$ cat src/rtl/vc_dest_arbiter_if.sv
// ----------------------------------------------------------------------------
// vc_dest_arbiter_if
// Purpose : groups the VC-FIFO, destination-FIFO and status signals of the
//           VC-to-destination arbiter into one bundle.
// Signals :
//   active_in        parent FSM is in ACTIVE (pops allowed)
//   vc0/vc1_empty    virtual-channel FIFO empty flags
//   vc0/vc1_data     VC FIFO registered read data (valid the cycle after pop)
//   d0/d1_almost_full destination FIFO threshold flags
//   pop_vc0/pop_vc1  combinational pop strobes to the VC FIFOs
//   data_out         registered word shared by D0 and D1
//   push_d0/push_d1  registered push strobes to the destination FIFOs
//   arb_state        registered FSM state (0 IDLE, 1 ACTIVE, 2 STALL)
//   idle_out         registered; no pops pending and pipeline empty
// Modports: master = environment / parent side, slave = arbiter side.
// ----------------------------------------------------------------------------
interface vc_dest_arbiter_if #(
  parameter int unsigned DW = 6
);
  logic          active_in;
  logic          vc0_empty;
  logic          vc1_empty;
  logic [DW-1:0] vc0_data;
  logic [DW-1:0] vc1_data;
  logic          d0_almost_full;
  logic          d1_almost_full;
  logic          pop_vc0;
  logic          pop_vc1;
  logic [DW-1:0] data_out;
  logic          push_d0;
  logic          push_d1;
  logic [1:0]    arb_state;
  logic          idle_out;

  modport master (
    output active_in, vc0_empty, vc1_empty, vc0_data, vc1_data,
           d0_almost_full, d1_almost_full,
    input  pop_vc0, pop_vc1, data_out, push_d0, push_d1, arb_state, idle_out
  );

  modport slave (
    input  active_in, vc0_empty, vc1_empty, vc0_data, vc1_data,
           d0_almost_full, d1_almost_full,
    output pop_vc0, pop_vc1, data_out, push_d0, push_d1, arb_state, idle_out
  );
endinterface

$ cat src/rtl/vc_dest_arbiter.sv
// ----------------------------------------------------------------------------
// vc_dest_arbiter
// Purpose : pops the two virtual-channel FIFOs with weighted round-robin and
//           routes each popped word to destination FIFO D0 or D1 by its
//           DEST_BIT. Pop-to-push latency is two cycles; pops are throttled by
//           the destination almost-full flags and the parent ACTIVE state.
// Ports   :
//   clk    system clock, rising edge
//   reset  synchronous active-high reset
//   bus    vc_dest_arbiter_if.slave (see interface header for signal list)
// ----------------------------------------------------------------------------
module vc_dest_arbiter #(
  parameter int unsigned DW         = 6,
  parameter int unsigned DEST_BIT   = 4,
  parameter int unsigned VC0_WEIGHT = 4
) (
  input  logic               clk,
  input  logic               reset,
  vc_dest_arbiter_if.slave   bus
);

  localparam int unsigned WCNT_W = 4;
  localparam logic [WCNT_W-1:0] WEIGHT = WCNT_W'(VC0_WEIGHT);

  typedef enum logic [1:0] {
    ST_IDLE   = 2'd0,
    ST_ACTIVE = 2'd1,
    ST_STALL  = 2'd2
  } state_t;

  // Arbitration / qualification
  logic              w_any_af;
  logic              w_any_vc;
  logic              w_can_pop;
  logic              w_grant_vc1;
  logic              w_pop_vc0;
  logic              w_pop_vc1;
  logic              w_pop;
  logic [WCNT_W-1:0] w_wcnt_next;

  // Pipeline
  logic              r_v1;
  logic              r_src1;
  logic [DW-1:0]     w_stage1_data;
  logic              w_dest;

  // Registered outputs and state
  logic [WCNT_W-1:0] r_wcnt;
  logic [DW-1:0]     r_data_out;
  logic              r_push_d0;
  logic              r_push_d1;
  logic              r_idle_out;
  logic              w_idle_next;
  state_t            r_state;
  state_t            w_state_next;

  // Pop qualification and weighted round-robin grant
  always_comb begin
    w_any_af  = bus.d0_almost_full | bus.d1_almost_full;
    w_any_vc  = ~bus.vc0_empty | ~bus.vc1_empty;
    w_can_pop = bus.active_in & ~w_any_af & ~reset;

    w_grant_vc1 = 1'b0;
    if (bus.vc1_empty) begin
      w_grant_vc1 = 1'b0;
    end else if (bus.vc0_empty) begin
      w_grant_vc1 = 1'b1;
    end else begin
      // VC1 only wins a contended cycle once VC0 used up its weight
      w_grant_vc1 = (r_wcnt == WEIGHT);
    end

    w_pop_vc0 = w_can_pop & ~bus.vc0_empty & ~w_grant_vc1;
    w_pop_vc1 = w_can_pop & ~bus.vc1_empty &  w_grant_vc1;
    w_pop     = w_pop_vc0 | w_pop_vc1;
  end

  // Weight counter next value: counts VC0 grants only while VC1 is waiting
  always_comb begin
    w_wcnt_next = r_wcnt;
    if (w_pop_vc0) begin
      if (!bus.vc1_empty) begin
        if (r_wcnt < WEIGHT) begin
          w_wcnt_next = r_wcnt + WCNT_W'(1);
        end
      end else begin
        w_wcnt_next = '0;
      end
    end else if (w_pop_vc1) begin
      w_wcnt_next = '0;
    end
  end

  // Next-state logic and registered-status next values
  always_comb begin
    w_state_next = ST_IDLE;
    w_idle_next  = 1'b0;
    if (w_pop) begin
      w_state_next = ST_ACTIVE;
    end else if (bus.active_in && w_any_vc && w_any_af) begin
      w_state_next = ST_STALL;
    end else begin
      w_state_next = ST_IDLE;
    end
    // A word in stage 1 will still push next cycle, so not idle yet
    w_idle_next = (w_state_next == ST_IDLE) & ~r_v1;
  end

  // Stage-1 read-data select; the VC FIFO presents data the cycle after pop
  always_comb begin
    w_stage1_data = r_src1 ? bus.vc1_data : bus.vc0_data;
    w_dest        = w_stage1_data[DEST_BIT];
  end

  // State register
  always_ff @(posedge clk) begin
    if (reset) begin
      r_state <= ST_IDLE;
    end else begin
      r_state <= w_state_next;
    end
  end

  // Weight counter, pipeline and output registers
  always_ff @(posedge clk) begin
    if (reset) begin
      r_wcnt     <= '0;
      r_v1       <= 1'b0;
      r_src1     <= 1'b0;
      r_data_out <= '0;
      r_push_d0  <= 1'b0;
      r_push_d1  <= 1'b0;
      r_idle_out <= 1'b1;
    end else begin
      r_wcnt     <= w_wcnt_next;
      r_v1       <= w_pop;
      r_src1     <= w_pop_vc1;
      r_push_d0  <= r_v1 & ~w_dest;
      r_push_d1  <= r_v1 &  w_dest;
      r_idle_out <= w_idle_next;
      // data_out holds its last pushed word between pushes
      if (r_v1) begin
        r_data_out <= w_stage1_data;
      end
    end
  end

  assign bus.pop_vc0   = w_pop_vc0;
  assign bus.pop_vc1   = w_pop_vc1;
  assign bus.data_out  = r_data_out;
  assign bus.push_d0   = r_push_d0;
  assign bus.push_d1   = r_push_d1;
  assign bus.arb_state = r_state;
  assign bus.idle_out  = r_idle_out;

endmodule

$ cat src/flat_wrapper.sv
// flat-port wrapper written by rule: the top's interface ports become plain ports
module vc_dest_arbiter_flat 
#(
  parameter int unsigned DW         = 6,
  parameter int unsigned DEST_BIT   = 4,
  parameter int unsigned VC0_WEIGHT = 4
)
  (clk, reset, bus_active_in, bus_vc0_empty, bus_vc1_empty, bus_vc0_data, bus_vc1_data, bus_d0_almost_full, bus_d1_almost_full, bus_pop_vc0, bus_pop_vc1, bus_data_out, bus_push_d0, bus_push_d1, bus_arb_state, bus_idle_out);
  vc_dest_arbiter_if #(.DW(DW)) bus_i ();
  input  logic clk;
  input  logic reset;
  input wire logic [$bits(bus_i.active_in)-1:0] bus_active_in;
  input wire logic [$bits(bus_i.vc0_empty)-1:0] bus_vc0_empty;
  input wire logic [$bits(bus_i.vc1_empty)-1:0] bus_vc1_empty;
  input wire logic [$bits(bus_i.vc0_data)-1:0] bus_vc0_data;
  input wire logic [$bits(bus_i.vc1_data)-1:0] bus_vc1_data;
  input wire logic [$bits(bus_i.d0_almost_full)-1:0] bus_d0_almost_full;
  input wire logic [$bits(bus_i.d1_almost_full)-1:0] bus_d1_almost_full;
  output wire logic [$bits(bus_i.pop_vc0)-1:0] bus_pop_vc0;
  output wire logic [$bits(bus_i.pop_vc1)-1:0] bus_pop_vc1;
  output wire logic [$bits(bus_i.data_out)-1:0] bus_data_out;
  output wire logic [$bits(bus_i.push_d0)-1:0] bus_push_d0;
  output wire logic [$bits(bus_i.push_d1)-1:0] bus_push_d1;
  output wire logic [$bits(bus_i.arb_state)-1:0] bus_arb_state;
  output wire logic [$bits(bus_i.idle_out)-1:0] bus_idle_out;
  assign bus_i.active_in = bus_active_in;
  assign bus_i.vc0_empty = bus_vc0_empty;
  assign bus_i.vc1_empty = bus_vc1_empty;
  assign bus_i.vc0_data = bus_vc0_data;
  assign bus_i.vc1_data = bus_vc1_data;
  assign bus_i.d0_almost_full = bus_d0_almost_full;
  assign bus_i.d1_almost_full = bus_d1_almost_full;
  assign bus_pop_vc0 = bus_i.pop_vc0;
  assign bus_pop_vc1 = bus_i.pop_vc1;
  assign bus_data_out = bus_i.data_out;
  assign bus_push_d0 = bus_i.push_d0;
  assign bus_push_d1 = bus_i.push_d1;
  assign bus_arb_state = bus_i.arb_state;
  assign bus_idle_out = bus_i.idle_out;
  vc_dest_arbiter #(.DW(DW), .DEST_BIT(DEST_BIT), .VC0_WEIGHT(VC0_WEIGHT)) u_core (.clk(clk), .reset(reset), .bus(bus_i));
endmodule
$ cat config.mk
export PLATFORM = sky130hd
export DESIGN_NAME = vc_dest_arbiter_flat
export DESIGN_NICKNAME = d
export VERILOG_FILES = /design/src/rtl/vc_dest_arbiter_if.sv /design/src/rtl/vc_dest_arbiter.sv /design/src/flat_wrapper.sv
export SDC_FILE = /design/constraint.sdc
export NUM_CORES = 1
export LEC_CHECK = 0
export CAP_MARGIN = 20
export CELL_PAD_IN_SITES_DETAIL_PLACEMENT = 1
export CELL_PAD_IN_SITES_GLOBAL_PLACEMENT = 2
export CORE_MARGIN = 5
export CORE_UTILIZATION = 20
export CTS_CLUSTER_DIAMETER = 150
export CTS_CLUSTER_SIZE = 30
export DETAILED_ROUTE_END_ITERATION = 12
export HOLD_SLACK_MARGIN = 0.08
export PLACE_DENSITY = 0.7
export SLEW_MARGIN = 20
export SYNTH_ARGS = -nofsm -noshare
export SYNTH_HDL_FRONTEND = slang
export SYNTH_SLANG_ARGS = --single-unit
$ cat constraint.sdc
create_clock -name clk -period 1.5 [get_ports clk]
set_input_delay 0.15 -clock clk [delete_from_list [all_inputs] [get_ports clk]]
set_output_delay 0.15 -clock clk [all_outputs]
set_load 0.005 [all_outputs]
==> impl_results.md, run 1 <==
- Placer Congestion: 0.744
- First-pass GRT wire length: between 3000 and 4000 um
- Initial DRC Count: 7
- Die width: 68.6 um
- Initial antenna violation count: 0
- Root buf cell: clkbuf_4
- Worst-Margin Slew: 0.277 ns
- Vias per std cell: 4.20
- H-tree level count: 1
- Post-synth net total: 89
- CTS Sinks: 16
- Final Cycle Share: 97.6%
- Remaining DRCs: 0
- Most frequent cells in the layout: clkdlybuf4s50_1 (25), buf_4 (15), dfxtp_1 (14)
- Tot GR Track Use: 10.1%
- Setup CP Type: input pin to primary output
- Class of the tightest hold or removal check: input pin to flip-flop
- Synthesized area: 687 um^2
- Max Fclk: 683 MHz
- Reg2Reg Depth: 6
- Reg2reg setup slack: 0.17 ns
- Clock Latency Late Sink: 0.29 ns
- Via count: around 670
- Total Routed Length: between 2000 and 2500 um
- P&R area growth vs syn: 76.9%
- # nets final: roughly 140
- Synth area leaders: dfxtp_1 (47%), mux2i_1 (7.3%), a211oi_1 (5.5%)
- Lkg Pwr: 0.000460 uW
- Diode count: 0
- Clock buffer depth: 2
- Max stage delay on crit path: 0.53 ns
- Most common cell after layout, fill and taps aside: clkdlybuf4s50_1
- Port Buffers: 31
- Yosys Warn Count: 0
- Cells after Synth: 68
- TritonCTS clock tree: done
- Worst Setup Slack, final: around 0.035 ns
- Number of global-route vias before repair: 744
- Pwr dens: 711 nW/um^2
- Status: completed
- Clock skew: 0.0128 ns
- Worst vdd ir: between 300 and 400 uV
- Dpl hpwl: about 1600 um
- Worst setup EP type: primary output
- Fin crit period: 1.46 ns
- Fin. Hold Viols: 0
- Avg Inst Size Synth: a little over 10 um^2
- Critical Path Start Type: input pin
- Post-synth cell types: 24
- Detail Route Antenna Nets: 0
- RSZ-0062 raised after global routing: false
- Initial Util: 20.6%
- Die Y: 68.6 um
- Signal arrival time at the worst endpoint: 1.31 ns
- Crit-path cells: buf_6, or4b_4, or2_4, a31oi_4, buf_2
- Core Region: 3340 um^2
- CTS clock-pin slew for the worst setup and hold paths: 0.09 ns
- Avg WL per Cell: 13.7 um
- Die area: 4710 um^2
- Fin. max-slew vios: 0
- Max cap viols: 0
- Largest area contributor in the netlist: dfxtp_1
- Critical Path Fanout Max: 2
- Area share of the largest cell type after synthesis: 46.6%
- Flops & latches, synth: 16
- Hold Crit Depth: 3
- Worst hold slack: ~0.15 ns
- Pin count of the biggest net entering global routing: 12
- Num ports: 32
- Required time of the critical path: 1.35 ns
- Pre-CTS WS: -0.752 ns
- Layout cells sized above 1: around 38%
- CTS buffer count: 3
- Total gr overflow: 0
- Max stage delay cell, worst path: or4b_4
- Post-synthesis sequential area ratio: 46.6%
- Rows: 21
- Worst slew margin relative to its limit: between 80% and 90%
- DR pass1 iterations: 3
- Final Setup Violations: 0
==> registers in the layout, indices dropped and copies added, names as in the netlist <==
register              count
u_core.bus.arb_state      2
u_core.bus.data_out       6
u_core.bus.idle_out       1
u_core.bus.push_d0        1
u_core.bus.push_d1        1
u_core.r_src1             1
u_core.r_wcnt             4
==> synth_stat cells (all sizes together) <==
cell type  instances
clkbuf             3
nor3               3
nand2              2
nor2               8
a21oi              3
dfxtp             16
or4b               1
mux2i              5
inv                3
nor4               1
or2                3
nor2b              1
and3b              1
mux2               2
buf                1
and2               1
nor3b              2
a31oi              2
o21ai              1
ha                 2
a211oi             5
a22o               2
==> stage by stage <==
stage / TNS, ns / total power [uW] / std cells / utilization [%] / cell area [um^2]
floorplan: 0 / 483 / 68 / - / 687
global placement: -3.35 / 574 / 153 / 33.7 / 1130
detailed placement: -3.64 / 576 / 153 / 33.7 / 1130
CTS: 0 / 886 / 159 / 36.2 / 1210
global route: 0 / 913 / 160 / 36.4 / 1210
finish: 0 / 864 / 160 / 36.4 / 1210
==> final timing paths <==
kind                                             start                      end
worst max register to register        u_core.r_wcnt[0]         u_core.r_wcnt[0]
worst min register to register  u_core.bus.data_out[2]   u_core.bus.data_out[2]
worst min-delay path                bus_d1_almost_full  u_core.bus.arb_state[1]
worst max-delay path                bus_d1_almost_full              bus_pop_vc0
==> where the power goes <==
part / total, uW / leakage, uW / switching (uW) / internal (uW)
combinational: 133 / 0.000308 / 47.3 / 85.3
clock: 293 / 0.0000210 / 145 / 148
sequential: 439 / 0.000131 / 4.40 / 434
total: 864 / 0.000460 / 197 / 667
==> repair_timing <==
action / 4_1_cts / 5_1_grt
pin swaps: 4 / 4
setup buffers: 2 / 1
hold buffers: 0 / 0
gates cloned: 0 / 0
gates resized for setup: 30 / 7
setup endpoints to repair: 6 / 6
==> critical path: cells and delay by family <==
| family | cells | cell delay, ns |
|---|---|---|
| AO/OA/AOI/OAI | 1 | 0.15 |
| buffers and inverters | 2 | 0.22 |
| AND/OR/NAND/NOR | 2 | 0.79 |
==> layer usage <==
layer	vias up	GRT usage, %	share of wire (%)
li1	331	-	-
met1	310	9.78	39
met2	27	18.8	50
met3	4	4.05	9.6
met4	0	3.72	1.2
met5	-	0	0
==> area by class of cell <==
| cell class | instances | area [um^2] |
|---|---|---|
| Clock buffer | 4 | 36.3 |
| Inverter | 3 | 11.3 |
| Timing Repair Buffer | 46 | 399 |
| Multi-Input combinational cell | 45 | 388 |
| Tap cell | 46 | 57.6 |
| Fill cell | 387 | 2120 |
| Sequential cell | 16 | 323 |
==> cell families (layout without fill, tap and decap cells) <==
kind of cell | Yosys count | after routing | synth area share (%)
flops | 16 | 16 | 46.6
fa+ha+maj | 2 | 2 | 3.64
mux | 7 | 7 | 11.1
buf+inv | 7 | 53 | 4.37
simple gates | 23 | 23 | 21.1
compound gates | 13 | 13 | 13.1
No activity file was read; power rests on OpenSTA's default activity.
==> run 2: changes to the inputs <==
--- a/config.mk
+++ b/config.mk
@@ -8,14 +8,14 @@
 export CAP_MARGIN = 20
 export CELL_PAD_IN_SITES_DETAIL_PLACEMENT = 1
 export CELL_PAD_IN_SITES_GLOBAL_PLACEMENT = 2
-export CORE_MARGIN = 5
 export CORE_UTILIZATION = 20
 export CTS_CLUSTER_DIAMETER = 150
 export CTS_CLUSTER_SIZE = 30
 export DETAILED_ROUTE_END_ITERATION = 12
 export HOLD_SLACK_MARGIN = 0.08
 export PLACE_DENSITY = 0.7
-export SLEW_MARGIN = 20
+export SKIP_LAST_GASP = 1
+export SLEW_MARGIN = 5
 export SYNTH_ARGS = -nofsm -noshare
 export SYNTH_HDL_FRONTEND = slang
 export SYNTH_SLANG_ARGS = --single-unit
==> run 2 against run 1 <==
Net effect:
- flip-flop and latch count is the same
- sequential share of layout area grew 0.91 points
- register-to-register slack gained 0.02 ns
==> impl_results.md, run 2 (synthesized netlist as in run 1, its figures left out) <==
- Multi-input logic area: 364 um^2 (-6.1%)
- Signal arrival time at the worst endpoint: 1.30 ns (about the same)
- Reg2reg setup slack: 0.19 ns (+0.02 ns)
- Class of the tightest hold or removal check: input pin to flip-flop
- Critical path origin: bus_d1_almost_full
- Worst Setup EP: bus_pop_vc0
- Diode count: 0 (unchanged)
- Reg2Reg Depth: 6 (unchanged)
- RSZ-0062 raised after global routing: true
- Clock share of power: 33.5% (-0.4 points)
- Switch Pwr: 184 uW (-6.6%)
- Fin. max-slew vios: 0 (unchanged)
- Setup CP Type: input pin to primary output
- Root buf cell: clkbuf_4
- Avg WL per Cell: 12.0 um (-13%)
- Lkg Pwr: 0.000451 uW (-2.0%)
- Fin crit period: 1.45 ns (-0.0163 ns)
- CTS clock-pin slew for the worst setup and hold paths: 0.09 ns (about the same)
- Internal cell power: 664 uW (-0.47%)
- Total gr overflow: 0 (unchanged)
- Worst-Margin Slew: 0.302 ns (+0.0257 ns)
- DR pass1 iterations: 4 (+1)
- Pwr Total: 848 uW (-1.9%)
- Total Routed Length: 1890 um (-14%)
- Remaining DRCs: 0 (unchanged)
- Initial antenna violation count: 0 (unchanged)
- Die width: 60.6 um (-12%)
- Dpl hpwl: 1510 um (-7.2%)
- FILL cells: 395 (+2.1%)
- Detail Route Antenna Nets: 0 (unchanged)
- Seq pwr share: 51.8% (+1.0 points)
- Num ports: 32 (unchanged)
- Die Y: 60.6 um (-12%)
- Critical Path Start Type: input pin
- Rows: 20 (-4.8%)
- Final Setup Violations: 0 (unchanged)
- Required time of the critical path: 1.35 ns (about the same)
- H-tree level count: 1 (unchanged)
- Initial Util: 21.8% (+1.2 points)
- CTS buffer count: 3 (unchanged)
- Final Cycle Share: 96.6% (-1.1 points)
- Setup TNS Final: 0 ns (unchanged)
- Die area: 3670 um^2 (-22%)
- Pin count of the biggest net entering global routing: 12 (unchanged)
- TritonCTS clock tree: done
- Port Buffers: 31 (unchanged)
- First-pass GRT wire length: 2900 um (-15%)
- Logic pwr share: 14.7% (-0.6 points)
- Flip-flop count of the largest register after layout: 6 (unchanged)
- Vias per std cell: 4.17 (-0.82%)
- Initial DRC Count: 7 (unchanged)
- Pwr dens: 722 nW/um^2 (+1.5%)
- Worst slew margin relative to its limit: 79.8% (-1.6 points)
- # nets final: 135 (-0.74%)
- CTS Sinks: 16 (unchanged)
- Clock Latency Late Sink: 0.28 ns (about the same)
- Via count: 654 (-2.7%)
- Core Region: 3150 um^2 (-5.5%)
- Max cap viols: 0 (unchanged)
- FF+latch area: 323 um^2 (unchanged)
- Max Fclk: 690 MHz (+1.1%)
- Number of global-route vias before repair: 664 (-11%)
- Placer Congestion: 0.697 (-6.3%)
- Net Sw Frac: 21.7% (-1.1 points)
- R2r endpoint: u_core.r_wcnt[0]
- Clock skew: 0.000778 ns (-0.0120 ns)
- Clock buffer depth: 2 (unchanged)
- P&R area growth vs syn: 71.0%
- Worst vdd ir: 512 uV (+40%)
- Most common cell after layout, fill and taps aside: clkdlybuf4s50_1
- Tot GR Track Use: 10.8% (+0.74 points)
- Reg2reg start: u_core.r_wcnt[1]
- Worst hold slack: 0.155 ns (+0.00504 ns)
- Layout cells sized above 1: 32.7% (-5.0 points)
- Status: completed
- Critical Path Fanout Max: 2 (unchanged)
- Fin. Hold Viols: 0 (unchanged)
- Most frequent cells in the layout: clkdlybuf4s50_1 (25), buf_4 (14), dfxtp_1 (14)
- Worst setup EP type: primary output
## run 2: worst min-delay path by stage
stage | start | endpoint | slack (ns) | depth (start not counted)
after floorplan | bus_vc1_empty | u_core.r_src1 | 0.23 | 1
after global placement | u_core.bus.data_out[2] | u_core.bus.data_out[2] | 0.47 | 2
after CTS | bus_d0_almost_full | u_core.bus.arb_state[1] | 0.15 | 3
final | bus_d0_almost_full | u_core.bus.arb_state[1] | 0.15 | 3
after detailed placement | u_core.bus.data_out[1] | u_core.bus.data_out[1] | 0.49 | 2
after global routing | bus_d1_almost_full | u_core.bus.arb_state[1] | 0.14 | 3
## run 2: power by group through the flow
stage	clock network, uW	registers (uW)	logic, uW
6_report	284	439	125
3_3_place_gp	0	449	124
3_5_place_dp	0	449	127
2_1_floorplan	0	449	33.8
5_1_grt	322	441	135
4_1_cts	300	440	124
## run 2: routing by layer
metal | track usage [%] | vias up | routed length [um]
li1 | - | 332 | -
met1 | 11.0 | 298 | 771
met2 | 20.9 | 24 | 965
met3 | 4.90 | 0 | 151
met4 | 0.974 | 0 | 0
met5 | 0 | - | 0
## run 2: stage by stage
step,area [um^2],worst slack (ns),cells,utilization [%]
final,1170,0.0517,157,37.3
after global placement,1130,-0.693,152,35.9
after detailed placement,1130,-0.680,152,35.9
after floorplan,687,0.00597,68,-
after CTS,1160,-0.0526,156,36.8
after global routing,1170,-0.00651,157,37.3
## run 2: repair_timing
action / CTS / global route
pin swaps: 3 / 3
resized for setup: 20 / 8
buffers inserted: 0 / 1
hold buffers: 0 / 0
setup endpoints to repair: 7 / 4
## run 2: area by class of cell
class	count	area share (%)
sequential	16	27.5
timing repair buffer	45	32.8
inverter	3	0.958
tap	44	4.69
clock buffer	4	3.09
multi-input combinational	45	31.0
## run 2: critical path: stages
cell and delay (ns):
clkbuf_2 0.09, or4b_4 0.53, or2_4 0.25, a31oi_1 0.14, buf_2 0.13
